`src/rtl/matrix_mac_sequencer.sv`:
```
// matrix_mac_sequencer: steps one MAC unit through C = A x B, issuing operand reads and
// handing each finished dot product to a result sink over valid/ready.
module matrix_mac_sequencer #(
    parameter int DATA_WIDTH = 8,
    parameter int DIM_WIDTH  = 4,
    parameter int ADDR_WIDTH = 8,
    parameter int ACC_WIDTH  = 20
) (
    input  logic                  clk_i,
    input  logic                  rst_ni,
    input  logic                  start_i,
    input  logic [DIM_WIDTH-1:0]  dim_m_i,
    input  logic [DIM_WIDTH-1:0]  dim_n_i,
    input  logic [DIM_WIDTH-1:0]  dim_k_i,
    output logic                  busy_o,
    output logic                  done_o,
    output logic                  rd_en_o,
    output logic [ADDR_WIDTH-1:0] a_addr_o,
    output logic [ADDR_WIDTH-1:0] b_addr_o,
    output logic                  mac_clear_o,
    output logic                  mac_enable_o,
    input  logic [ACC_WIDTH-1:0]  mac_result_i,
    output logic                  res_valid_o,
    input  logic                  res_ready_i,
    output logic [ADDR_WIDTH-1:0] res_addr_o,
    output logic [ACC_WIDTH-1:0]  res_data_o
);

    if (ADDR_WIDTH < 2*DIM_WIDTH || ACC_WIDTH < 2*DATA_WIDTH+DIM_WIDTH) begin : g_bad_params
        $error("matrix_mac_sequencer: address or accumulator width too small");
    end

    typedef enum logic [2:0] {IDLE, CLEAR, FEED, DRAIN, WRITE, FINISH} state_e;

    localparam logic [DIM_WIDTH-1:0] ONE = 1;

    state_e                state_q, state_d;
    logic [DIM_WIDTH-1:0]  m_q, m_d, n_q, n_d, k_q, k_d;
    logic [DIM_WIDTH-1:0]  i_q, i_d, j_q, j_d, kc_q, kc_d;
    logic [ADDR_WIDTH-1:0] row_q, row_d, a_addr_q, a_addr_d, b_addr_q, b_addr_d;
    logic [ADDR_WIDTH-1:0] res_addr_q, res_addr_d;
    logic [ACC_WIDTH-1:0]  res_data_q, res_data_d;
    logic                  res_valid_q, res_valid_d, mac_en_q, mac_en_d;
    logic                  drain_q, drain_d, zero_q, zero_d;

    always_ff @(posedge clk_i or negedge rst_ni) begin
        if (!rst_ni) begin
            state_q     <= IDLE;
            m_q         <= '0;
            n_q         <= '0;
            k_q         <= '0;
            i_q         <= '0;
            j_q         <= '0;
            kc_q        <= '0;
            row_q       <= '0;
            a_addr_q    <= '0;
            b_addr_q    <= '0;
            res_addr_q  <= '0;
            res_data_q  <= '0;
            res_valid_q <= 1'b0;
            mac_en_q    <= 1'b0;
            drain_q     <= 1'b0;
            zero_q      <= 1'b0;
        end else begin
            state_q     <= state_d;
            m_q         <= m_d;
            n_q         <= n_d;
            k_q         <= k_d;
            i_q         <= i_d;
            j_q         <= j_d;
            kc_q        <= kc_d;
            row_q       <= row_d;
            a_addr_q    <= a_addr_d;
            b_addr_q    <= b_addr_d;
            res_addr_q  <= res_addr_d;
            res_data_q  <= res_data_d;
            res_valid_q <= res_valid_d;
            mac_en_q    <= mac_en_d;
            drain_q     <= drain_d;
            zero_q      <= zero_d;
        end
    end

    always_comb begin
        state_d     = state_q;
        m_d         = m_q;
        n_d         = n_q;
        k_d         = k_q;
        i_d         = i_q;
        j_d         = j_q;
        kc_d        = kc_q;
        row_d       = row_q;
        a_addr_d    = a_addr_q;
        b_addr_d    = b_addr_q;
        res_addr_d  = res_addr_q;
        res_data_d  = res_data_q;
        res_valid_d = res_valid_q;
        mac_en_d    = (state_q == FEED);
        drain_d     = drain_q;
        zero_d      = zero_q;
        case (state_q)
            IDLE: if (start_i) begin
                m_d = dim_m_i;
                n_d = dim_n_i;
                k_d = dim_k_i;
                if (dim_m_i == '0 || dim_n_i == '0 || dim_k_i == '0) begin
                    zero_d  = 1'b1;
                    state_d = FINISH;
                end else begin
                    i_d        = '0;
                    j_d        = '0;
                    row_d      = '0;
                    res_addr_d = '0;
                    state_d    = CLEAR;
                end
            end
            CLEAR: begin
                a_addr_d = row_q;
                b_addr_d = ADDR_WIDTH'(j_q);
                kc_d     = '0;
                state_d  = FEED;
            end
            // Addresses stop on the final read so they show the last operand fetched.
            FEED: if (kc_q == k_q - ONE) begin
                drain_d = 1'b0;
                state_d = DRAIN;
            end else begin
                kc_d     = kc_q + ONE;
                a_addr_d = a_addr_q + 1'b1;
                b_addr_d = b_addr_q + ADDR_WIDTH'(n_q);
            end
            DRAIN: if (drain_q) begin
                res_valid_d = 1'b1;
                res_data_d  = mac_result_i;
                drain_d     = 1'b0;
                state_d     = WRITE;
            end else begin
                drain_d = 1'b1;
            end
            WRITE: if (res_ready_i) begin
                res_valid_d = 1'b0;
                res_addr_d  = res_addr_q + 1'b1;
                j_d         = (j_q == n_q - ONE) ? '0 : j_q + ONE;
                i_d         = (j_q == n_q - ONE) ? i_q + ONE : i_q;
                row_d       = (j_q == n_q - ONE) ? row_q + ADDR_WIDTH'(k_q) : row_q;
                state_d     = (i_q == m_q - ONE && j_q == n_q - ONE) ? FINISH : CLEAR;
            end
            // An empty product spends one extra cycle here so done lands two cycles after start.
            FINISH: begin
                zero_d  = 1'b0;
                state_d = zero_q ? FINISH : IDLE;
            end
            default: state_d = IDLE;
        endcase
    end

    assign busy_o       = (state_q != IDLE) && (state_q != FINISH);
    assign done_o       = (state_q == FINISH) && !zero_q;
    assign rd_en_o      = (state_q == FEED);
    assign mac_clear_o  = (state_q == CLEAR);
    assign mac_enable_o = mac_en_q;
    assign a_addr_o     = a_addr_q;
    assign b_addr_o     = b_addr_q;
    assign res_valid_o  = res_valid_q;
    assign res_addr_o   = res_addr_q;
    assign res_data_o   = res_data_q;

endmodule

```
`config.mk`:
```
export PLATFORM = sky130hd
export DESIGN_NAME = matrix_mac_sequencer
export DESIGN_NICKNAME = d
export VERILOG_FILES = /design/src/rtl/matrix_mac_sequencer.sv
export SDC_FILE = /design/constraint.sdc
export NUM_CORES = 1
export LEC_CHECK = 0
export CAP_MARGIN = 20
export CORE_MARGIN = 5
export CORE_UTILIZATION = 43
export DETAILED_ROUTE_END_ITERATION = 16
export HOLD_SLACK_MARGIN = 0.03
export PLACE_DENSITY_LB_ADDON = 0.08
export SKIP_CTS_REPAIR_TIMING = 1
export SYNTH_ARGS = -nofsm -noshare
export SYNTH_HDL_FRONTEND = slang
export SYNTH_SLANG_ARGS = --single-unit
```
`constraint.sdc`:
```
create_clock -name clk_i -period 3.85 [get_ports clk_i]
set_clock_uncertainty 0.1 [all_clocks]
set_input_delay 0.77 -clock clk_i [delete_from_list [all_inputs] [get_ports clk_i]]
set_output_delay 0.77 -clock clk_i [all_outputs]
set_load 0.02 [all_outputs]
```
==> results by group <==
Status
  • Status: finished clean

Worst setup path
  • Critical Path Start Type: flop
  • CP Data Arrival Time: 2.43 ns
  • CP endpoint kind: primary output
  • Worst Path Required: just under 3 ns
  • Setup CP Type: reg2out
  • Crit Path Max Fanout: 20

Power and ir drop
  • Cell Int Power: about 2.6 mW
  • Power Density: 812.0 mW/mm2
  • Clock power frac: 14.2%
  • Switching share of power: a little over two fifths
  • Combinational power share: around 52%
  • Psw: between 1.5 and 2 mW
  • Sequential Power Share: 34.0%
  • Peak VDD IR: 0.0004412 V
  • Pleak: 2.384 nW

STA
  • Fmax: 302.8 MHz
  • Worst Hold Slack: 0.1725 ns
  • Period Utilization, post-route: 85.79%
  • Final hold violations: 0
  • Max-slew violations: 0
  • Final WS setup: 0.5470 ns
  • Relative slew slack: 45.77%
  • RSZ-0062 raised after global routing: no
  • Tightest Pin Transition: 0.8105 ns
  • Final setup fails: 0
  • Final setup TNS: 0 ns
  • Tmin final: 3.303 ns

Floorplanning
  • Core ar.: 0.01018 mm2
  • Die height: 111.3 um
  • # rows: 37
  • Die W: approximately 110 um
  • Initial Utilization: 43.30%
  • Die Area: 0.01238 mm2
  • Io pins: 86

Logic synthesis
  • Syn avg cell area: approximately 10 um2
  • Flops & latches, synth: 83
  • Main combinational cell family by area after synthesis: compound AO/OA/AOI/OAI gates
  • Mux cell area share after synthesis: under 10%
  • Ys Warns: 0
  • Post-synth cell types: 56
  • Mapped Area: 0.004410 mm2
  • Synth async-reset ratio: 100.0%
  • Post-Synth Adder-Cell Area: under 10%
  • Compound-gate portion of the synthesized area: 15.15%
  • Simple-gate share of the synthesized area: approximately 15%
  • Synth Area in XOR/XNOR: 4.851%
  • Syn Nets: around 480
  • Main synth FF type: dfrtp_1
  • Seq/Total Area, Yosys: 47.09%
  • Number of flops mapped to enable cells by yosys: 0
  • Mapped Cells: 421

CTS
  • Skew-Pair Late Insertion Delay: 0.37 ns
  • CTS buffer count: 9
  • Clock-pin slew on the worst setup and hold paths: around 0.09 ns
  • Max H-tree Level: 3
  • TritonCTS Sinks: 83
  • CTS tree: yes
  • CTS root buf: clkbuf_8
  • Clk buf depth: 2

Final layout
  • Post-route cell area: 0.005590 mm2
  • Final nets: 561
  • Finished Layout Cells: roughly 650
  • Fraction of layout cells with a size suffix above 1: 12.50%
  • Area grow syn2layout: 26.75%
  • Antenna diodes: 0
  • Fill count: 929

Placement
  • Placer Congestion: 0.7921
  • Placed cells: between 600 and 700
  • Placed Area: 0.005380 mm2
  • Port Buf Inserts: 85
  • Dpl ws: 0.7896 ns
  • Post-DP HPWL: between 7000 and 8000 um

GRT
  • First-pass GRT wire length: ~18000 um
  • Vias in the first global route: about 3500
  • Total gr overflow: 0
  • Largest net degree at the start of global routing: 38
  • Initial antenna violation count: 0
  • GRT Util Overall: 17.70%

Drt
  • WL final: between 10000 and 15000 um
  • Post-route ant nets: 0
  • DR pass1 iterations: 4
  • DR vias: 3529
  • WL/cell: 16.41 um
  • DR iter-0 viols: around 150
  • Post-route DRC violation count: 0
  • Vias/cell: 5.446

Worst hold path
  • Hold Path Class: in2async

Flow run
  • Max_cap viols: 0
==> worst max-delay path: stages, from the launching register on <==
cell and delay (ns):
dfrtp_1 0.60, nand2b_1 0.14, or2_2 0.49, inv_1 0.20
clkdlybuf4s50_1 0.63
==> Yosys cell counts (all sizes together) (5+ instances only) <==
| master | instances | area share, % |
|---|---|---|
| o21ai | 32 | 3.9 |
| a21o | 6 | 1.0 |
| nand2 | 41 | 3.5 |
| mux2 | 29 | 7.4 |
| buf | 14 | 1.9 |
| inv | 23 | 2.0 |
| a21oi | 9 | 1.0 |
| a22o | 6 | 1.2 |
| and3 | 5 | 0.71 |
| nor2 | 12 | 1.0 |
| o31ai | 6 | 1.0 |
| dfrtp | 83 | 47 |
| nor3 | 14 | 1.7 |
| o211ai | 9 | 1.5 |
| ha | 16 | 4.5 |
| and2 | 5 | 0.77 |
| a31oi | 5 | 0.71 |
| nand3 | 24 | 3.0 |
| mux2i | 5 | 1.1 |
| xnor2 | 18 | 3.7 |
==> final cells by class <==
| class | count | area [um2] | area share (%) |
|---|---|---|---|
| Clock buffer | 12 | 145.1 | 2.596 |
| Clock inverter | 4 | 50.05 | 0.8953 |
| Inverter | 23 | 86.33 | 1.544 |
| Multi-Input combinational cell | 298 | 2153 | 38.52 |
| Sequential cell | 83 | 2077 | 37.15 |
| Tap cell | 136 | 170.2 | 3.044 |
| Timing Repair Buffer | 92 | 908.4 | 16.25 |
==> cells in the final DEF, fill, tap and decap left out, types with 10 or more instances in the layout <==
cell	synthesis	routed
nor3_1	13	13
inv_1	23	23
nor2_1	12	12
dfrtp_1	83	83
xnor2_1	17	17
o21ai_0	31	31
clkbuf_8	0	10
clkdlybuf4s50_1	0	84
nand2_1	40	40
mux2_2	29	29
ha_1	16	16
nand3_1	22	22
==> stage by stage <==
step	total power [mW]	utilization [%]
2_1_floorplan	3.112	-
3_3_place_gp	3.868	52.83
3_5_place_dp	3.910	52.83
4_1_cts	4.566	54.74
5_1_grt	4.866	54.89
6_report	4.539	54.89
==> power groups by stage <==
stage	logic [mW]	registers (mW)	clock network, mW
2_1_floorplan	1.43	1.68	0
3_3_place_gp	2.32	1.55	0
3_5_place_dp	2.36	1.55	0
4_1_cts	2.36	1.54	0.662
5_1_grt	2.57	1.60	0.694
6_report	2.35	1.54	0.645
==> flip-flops by register name, indices dropped and copies added, names as in the netlist <==
register and cells:
j_q 4, n_q 4, mac_enable_o 1, b_addr_o 8
k_q 4, drain_q 1, kc_q 4, i_q 4
zero_q 1, m_q 4, row_q 8, res_data_o 20
res_addr_o 8, state_q 3, a_addr_o 8, res_valid_o 1
==> layer usage <==
metal / vias up / routed length, um / track usage, %
met5: - / 0 / 0
met4: 0 / 217 / 7.948
met3: 13 / 387 / 3.384
met2: 73 / 5096 / 28.23
met1: 1734 / 4933 / 23.38
li1: 1709 / - / -
==> worst paths after layout <==
| kind | slack, ns | from | depth (start not counted) | endpoint |
|---|---|---|---|---|
| max reg2reg | 1.28 | state_q[0] | 3 | n_q[3] |
| min reg2reg | 0.39 | res_valid_o | 2 | res_valid_o |
| max in group asynchronous | 2.68 | rst_ni | 2 | res_valid_o |
| min in group clk_i | 0.39 | res_valid_o | 2 | res_valid_o |
| max | 0.55 | state_q[0] | 4 | mac_clear_o |
| min | 0.17 | rst_ni | 1 | n_q[0] |
==> logic make-up (layout without fill, tap and decap cells) <==
logic type | Yosys count | in the layout
simple gates | 127 | 127
compound gates | 97 | 97
flops | 83 | 83
buf+inv | 40 | 131
mux | 34 | 34
xor+xnor | 22 | 22
fa+ha+maj | 18 | 18
(Power assumes the default switching activity.)
